--- src/rtl/pio_regs_pkg.sv ---
// Shared register-map definitions for the debounced PIO input block.
package pio_regs_pkg;

    typedef enum logic [1:0] {
        ADDR_DATA = 2'd0,
        ADDR_MASK = 2'd1,
        ADDR_EDGE = 2'd2,
        ADDR_RAW  = 2'd3
    } reg_addr_e;

    localparam int unsigned AVS_DATA_W = 32;

endpackage

--- src/rtl/debounce_bit.sv ---
// One input bit: two-flop synchronizer followed by a stable-time debounce counter.
module debounce_bit #(
    parameter int unsigned DEBOUNCE_CYCLES = 50000,
    parameter logic        INIT_VAL        = 1'b0
) (
    input  logic clk,
    input  logic reset_n,
    input  logic pin_i,
    output logic raw_o,
    output logic debounced_o,
    output logic debounced_next_o
);

    localparam int unsigned     CNT_W   = $clog2(DEBOUNCE_CYCLES);
    localparam logic [CNT_W-1:0] CNT_MAX = CNT_W'(DEBOUNCE_CYCLES - 1);

    logic             meta_q;
    logic             raw_q;
    logic             deb_q;
    logic             deb_d;
    logic [CNT_W-1:0] cnt_q;
    logic [CNT_W-1:0] cnt_d;

    // NOTE: state registers use non-blocking assignments so every flop samples pre-edge values.
    always_ff @(posedge clk or negedge reset_n) begin
        if (!reset_n) begin
            meta_q <= INIT_VAL;
            raw_q  <= INIT_VAL;
            deb_q  <= INIT_VAL;
            cnt_q  <= '0;
        end else begin
            meta_q <= pin_i;
            raw_q  <= meta_q;
            deb_q  <= deb_d;
            cnt_q  <= cnt_d;
        end
    end

    // NOTE: defaults first so every path assigns every output and no latch is inferred.
    always_comb begin
        deb_d = deb_q;
        cnt_d = '0;
        if (raw_q != deb_q) begin
            if (cnt_q == CNT_MAX) begin
                deb_d = raw_q;
            end else begin
                cnt_d = cnt_q + CNT_W'(1);
            end
        end
    end

    assign raw_o            = raw_q;
    assign debounced_o      = deb_q;
    assign debounced_next_o = deb_d;

endmodule

--- src/rtl/pio_inputs_avs.sv ---
// Debounced slide-switch inputs behind an Avalon-MM slave with edge capture and level IRQ.
module pio_inputs_avs
    import pio_regs_pkg::*;
#(
    parameter int unsigned      WIDTH           = 10,
    parameter int unsigned      DEBOUNCE_CYCLES = 50000,
    parameter logic [WIDTH-1:0] INIT            = '0
) (
    input  logic                  clk,
    input  logic                  reset_n,
    input  logic [WIDTH-1:0]      pins_in,
    input  logic [1:0]            avs_address,
    input  logic                  avs_read,
    input  logic                  avs_write,
    input  logic [AVS_DATA_W-1:0] avs_writedata,
    output logic [AVS_DATA_W-1:0] avs_readdata,
    output logic                  irq
);

    logic [WIDTH-1:0]      raw;
    logic [WIDTH-1:0]      deb;
    logic [WIDTH-1:0]      deb_next;
    logic [WIDTH-1:0]      edge_set;
    logic [WIDTH-1:0]      w1c;
    logic [WIDTH-1:0]      mask_q, mask_d;
    logic [WIDTH-1:0]      edge_q, edge_d;
    logic [AVS_DATA_W-1:0] rdata_q, rdata_d;
    logic                  irq_q, irq_d;
    logic                  unused_wdata;

    for (genvar i = 0; i < WIDTH; i++) begin : g_bit
        debounce_bit #(
            .DEBOUNCE_CYCLES (DEBOUNCE_CYCLES),
            .INIT_VAL        (INIT[i])
        ) u_debounce (
            .clk              (clk),
            .reset_n          (reset_n),
            .pin_i            (pins_in[i]),
            .raw_o            (raw[i]),
            .debounced_o      (deb[i]),
            .debounced_next_o (deb_next[i])
        );
    end

    // Edge capture sets on the same edge the debounced value changes.
    assign edge_set     = deb ^ deb_next;
    assign unused_wdata = ^avs_writedata;

    always_comb begin
        mask_d  = mask_q;
        rdata_d = rdata_q;
        w1c     = '0;
        if (avs_write) begin
            case (reg_addr_e'(avs_address))
                ADDR_MASK: mask_d = avs_writedata[WIDTH-1:0];
                ADDR_EDGE: w1c    = avs_writedata[WIDTH-1:0];
                default:   ;
            endcase
        end
        // A new edge outranks a simultaneous clear of the same bit.
        edge_d = (edge_q & ~w1c) | edge_set;
        if (avs_read) begin
            unique case (reg_addr_e'(avs_address))
                ADDR_DATA: rdata_d = AVS_DATA_W'(deb);
                ADDR_MASK: rdata_d = AVS_DATA_W'(mask_q);
                ADDR_EDGE: rdata_d = AVS_DATA_W'(edge_q);
                ADDR_RAW:  rdata_d = AVS_DATA_W'(raw);
            endcase
        end
        irq_d = |(edge_q & mask_q);
    end

    always_ff @(posedge clk or negedge reset_n) begin
        if (!reset_n) begin
            mask_q  <= '0;
            edge_q  <= '0;
            rdata_q <= '0;
            irq_q   <= 1'b0;
        end else begin
            mask_q  <= mask_d;
            edge_q  <= edge_d;
            rdata_q <= rdata_d;
            irq_q   <= irq_d;
        end
    end

    assign avs_readdata = rdata_q;
    assign irq          = irq_q;

endmodule

--- config.mk ---
export PLATFORM = sky130hd
export DESIGN_NAME = pio_inputs_avs
export DESIGN_NICKNAME = d
export VERILOG_FILES = /design/src/rtl/pio_regs_pkg.sv /design/src/rtl/debounce_bit.sv /design/src/rtl/pio_inputs_avs.sv
export SDC_FILE = /design/constraint.sdc
export NUM_CORES = 1
export LEC_CHECK = 0
export ABC_AREA = 1
export BUFFER_PORTS_ARGS = -buffer_cell sky130_fd_sc_hd__buf_2
export CAP_MARGIN = 10
export CORE_ASPECT_RATIO = 0.5
export CORE_MARGIN = 2
export CORE_UTILIZATION = 60
export CTS_CLUSTER_DIAMETER = 150
export DETAILED_ROUTE_END_ITERATION = 12
export GPL_TIMING_DRIVEN = 0
export PLACE_DENSITY_LB_ADDON = 0.08
export SYNTH_ARGS = -nofsm -noshare
export SYNTH_HDL_FRONTEND = slang
export SYNTH_SLANG_ARGS = --single-unit
--- constraint.sdc ---
create_clock -name clk -period 2.55 [get_ports clk]
set_clock_uncertainty 0.2 [all_clocks]
set_input_delay 0.3825 -clock clk [delete_from_list [all_inputs] [get_ports clk]]
set_output_delay 0.3825 -clock clk [all_outputs]
set_load 0.005 [all_outputs]
==> flow_summary_export.csv <==
group,metric,value,unit
status,status,"complete, no violations",
min_path,hold_end,"edge_q[9]",
floorplan,num_rows,35,
power,pwr_density_cell,568.5,mW/mm²
finish,fin_cells,1873,
logic_synthesis,synth_edf_count,0,
place,post-place-ws,0.6836,ns
critical_path,crit_type,"register to register",
clock_network,post_cts_buffers,0,
sta,tightest_slew,0.7453,ns
sta,maxSlewHeadroom,50.31,%
place,io_buffer_count,36,
logic_synthesis,synth.distinct_cells,30,
power,peakVddDrop,0.4667,mV
critical_path,setup.reg_to_reg.worst_slack,0.77,ns
logic_synthesis,ys_seq_elements,221,
critical_path,crit_path_end_kind,"register",
min_path,hold_class,"input pin to register",
power,p_seq_share,50.8,%
clock_network,htree_levels,1,
floorplan,core,0.01844,mm²
logic_synthesis,syn_inst,1498,
sta,min_period,1.780,ns
place,dp.cells,1815,
sta,timing.final.ws_setup,0.7699,ns
sta,slew_viol_final,0,
critical_path,cp.arrival,1.95,ns
min_path,min_from,"avs_write",
route,wl,23.48,mm
route,wl_per_cell,12.53,µm
sta,final_hold_viol_count,0,
route,dr.pass1.iters,5,
clock_network,cts_resized,0,
sta,max_freq,0.5618,GHz
critical_path,cp.required,2.72,ns
power,clock_power_share,43.3,%
clock_network,root_buffer,"clkbuf_16",
clock_network,clockBufferDepth,3,
min_path,hold_depth,4,
place,place_congestion,0.8833,
route,vias_per_cell,5.081,
logic_synthesis,ys_seq_area_share,48.87,%
logic_synthesis,avgSynthCellArea,7.554,µm²
finish,final_cell_mix,"nor2_1, nand2_1, dfrtp_1",
sta,fin_crit_sh,69.81,%
power,p_leak,0.006100,µW
critical_path,r2r-start,"g_bit[0].u_debounce.cnt_q[0]",
route,drc_errors,0,
finish,syn_to_final_growth,13.46,%
global_route,grt_pass1_wl,40.03,mm
finish,num-fill-cells,1505,
logic_synthesis,synth_area,0.01132,mm²
finish,layout-drive-gt1-share,7.063,%
finish,n_antenna_cell,0,
route,antenna_left,0,
logic_synthesis,async_reset_ff_share,100.0,%
power,p_comb_share,5.9,%
critical_path,reg2reg_depth,6,
global_route,grt_pass1_vias,8875,
global_route,grt_overflow,0,
logic_synthesis,ys.flop_type,"dfrtp_1",
critical_path,worstReg2RegEnd,"g_bit[0].u_debounce.cnt_q[9]",
floorplan,io_pins,81,
sta,rsz0062_at_grt,"false",
job,cap_viol_max_count,0,
power,p_int,5616,µW
place,hpwl,16.80,mm
sta,finalSetupTns,0,ns
finish,layout_commonest_cell,"nor2_1",
route,drtIter0Drc,521,
power,switching_share,23.06,%
clock_network,cts_sinks,221,
floorplan,start_util,61.38,%
floorplan,die_h,101.1,µm
global_route,grt_antenna_before_repair,1,
logic_synthesis,ys_warn_count,0,
clock_network,clk_latency,0.50,ns
global_route,grt_usage,24.38,%
clock_network,clk_pin_slew,0.06,ns
sta,setup_violations,0,
critical_path,crit_path_start_kind,"register",
finish,final_nets,1658,
power,power.switching,1683,µW
floorplan,die_w,198.2,µm
global_route,grt_max_degree,124,
floorplan,fp.dieArea,0.02004,mm²
clock_network,hold_buffers,21,
clock_network,tritoncts,"yes",
critical_path,path_max_fanout,7,
clock_network,cts_buffers,21,
route,num_vias,9516,
==> power by group through the flow <==
stage	logic, µW	registers [µW]	clock network (µW)
finish	430	3710	3160
global route	490	3720	3380
CTS	436	3710	3210
detailed placement	409	3780	0
global placement	394	3770	0
floorplan	219	3750	0
==> cell type report <==
cell class	instances	area, µm²	area share (%)
well taps	259	324.1	2.524
clock buffers	34	644.4	5.019
multi-input cells	1087	4987	38.85
inverters	185	694.4	5.409
plain buffers	26	182.7	1.423
clock inverters	3	47.55	0.3703
flip-flops and latches	221	5530	43.08
repair buffers	58	427.9	3.333
==> through the flow <==
stage | util, % | hold slack [ns] | cell area [µm²] | power, µW
2_1_floorplan | - | -0.1131 | 11390 | 3973
6_report | 69.64 | 0.03933 | 12840 | 7299
3_3_place_gp | 64.54 | 0.1327 | 11900 | 4163
3_5_place_dp | 64.74 | 0.1347 | 11940 | 4184
5_1_grt | 69.64 | 0.03626 | 12840 | 7591
4_1_cts | 69.64 | 0.02838 | 12840 | 7354
==> synthesized netlist by cell type (15+ instances only) <==
master,number,area [µm²]
nand2_1,325,1220
o21ai_0,41,205.2
inv_1,184,690.7
buf_4,22,165.2
nor2_1,351,1318
nor3_1,66,330.3
dfrtp_1,221,5530
nand4_1,15,93.84
a21oi_1,51,255.2
nand3_1,109,545.5
xor2_1,53,464.2
==> critical path, cell delays in order, from the launching register on <==
cell     delay [ns]
dfrtp_1        0.40
ha_1           0.21
nand3_1        0.14
nor2_1         0.18
nand2_1        0.16
nand2_1        0.27
nor3_1         0.09
==> flip-flops by register name (all words and copies together) (netlist names) <==
signal,flops
avs_readdata,10
edge_q,10
g_bit.u_debounce.cnt_q,160
g_bit.u_debounce.debounced_o,10
g_bit.u_debounce.raw_o,10
g_bit.u_debounce.meta_q,10
mask_q,10
irq,1
==> worst max-delay path by stage <==
stage	end	slack, ns	cells after the start	from
finish	g_bit[0].u_debounce.cnt_q[9]	0.77	6	g_bit[0].u_debounce.cnt_q[0]
global route	g_bit[0].u_debounce.raw_o	0.57	3	reset_n
CTS	g_bit[0].u_debounce.raw_o	0.75	3	reset_n
detailed placement	edge_q[4]	0.68	6	avs_address[1]
global placement	g_bit[4].u_debounce.cnt_q[15]	-2.89	1	reset_n
floorplan	g_bit[5].u_debounce.cnt_q[6]	1.07	6	g_bit[5].u_debounce.cnt_q[0]
==> cells by family after synthesis <==
| kind of cell | Yosys count | synth area share (%) |
|---|---|---|
| flops | 221 | 48.87 |
| compound gates | 99 | 4.600 |
| fa+ha+maj | 10 | 1.106 |
| simple gates | 898 | 33.13 |
| xor+xnor | 57 | 4.412 |
| other cells | 1 | 0.03314 |
| buf+inv | 211 | 7.751 |
| mux | 1 | 0.09951 |
==> metal layers <==
metal | up-vias | GRT usage, % | wire length [µm]
met4 | 2 | 6.304 | 490
met1 | 4456 | 33.27 | 11160
met3 | 44 | 3.613 | 869
met5 | - | 0 | 9
met2 | 155 | 41.54 | 10950
li1 | 4859 | - | -
Power figures use the tool's default switching activity.
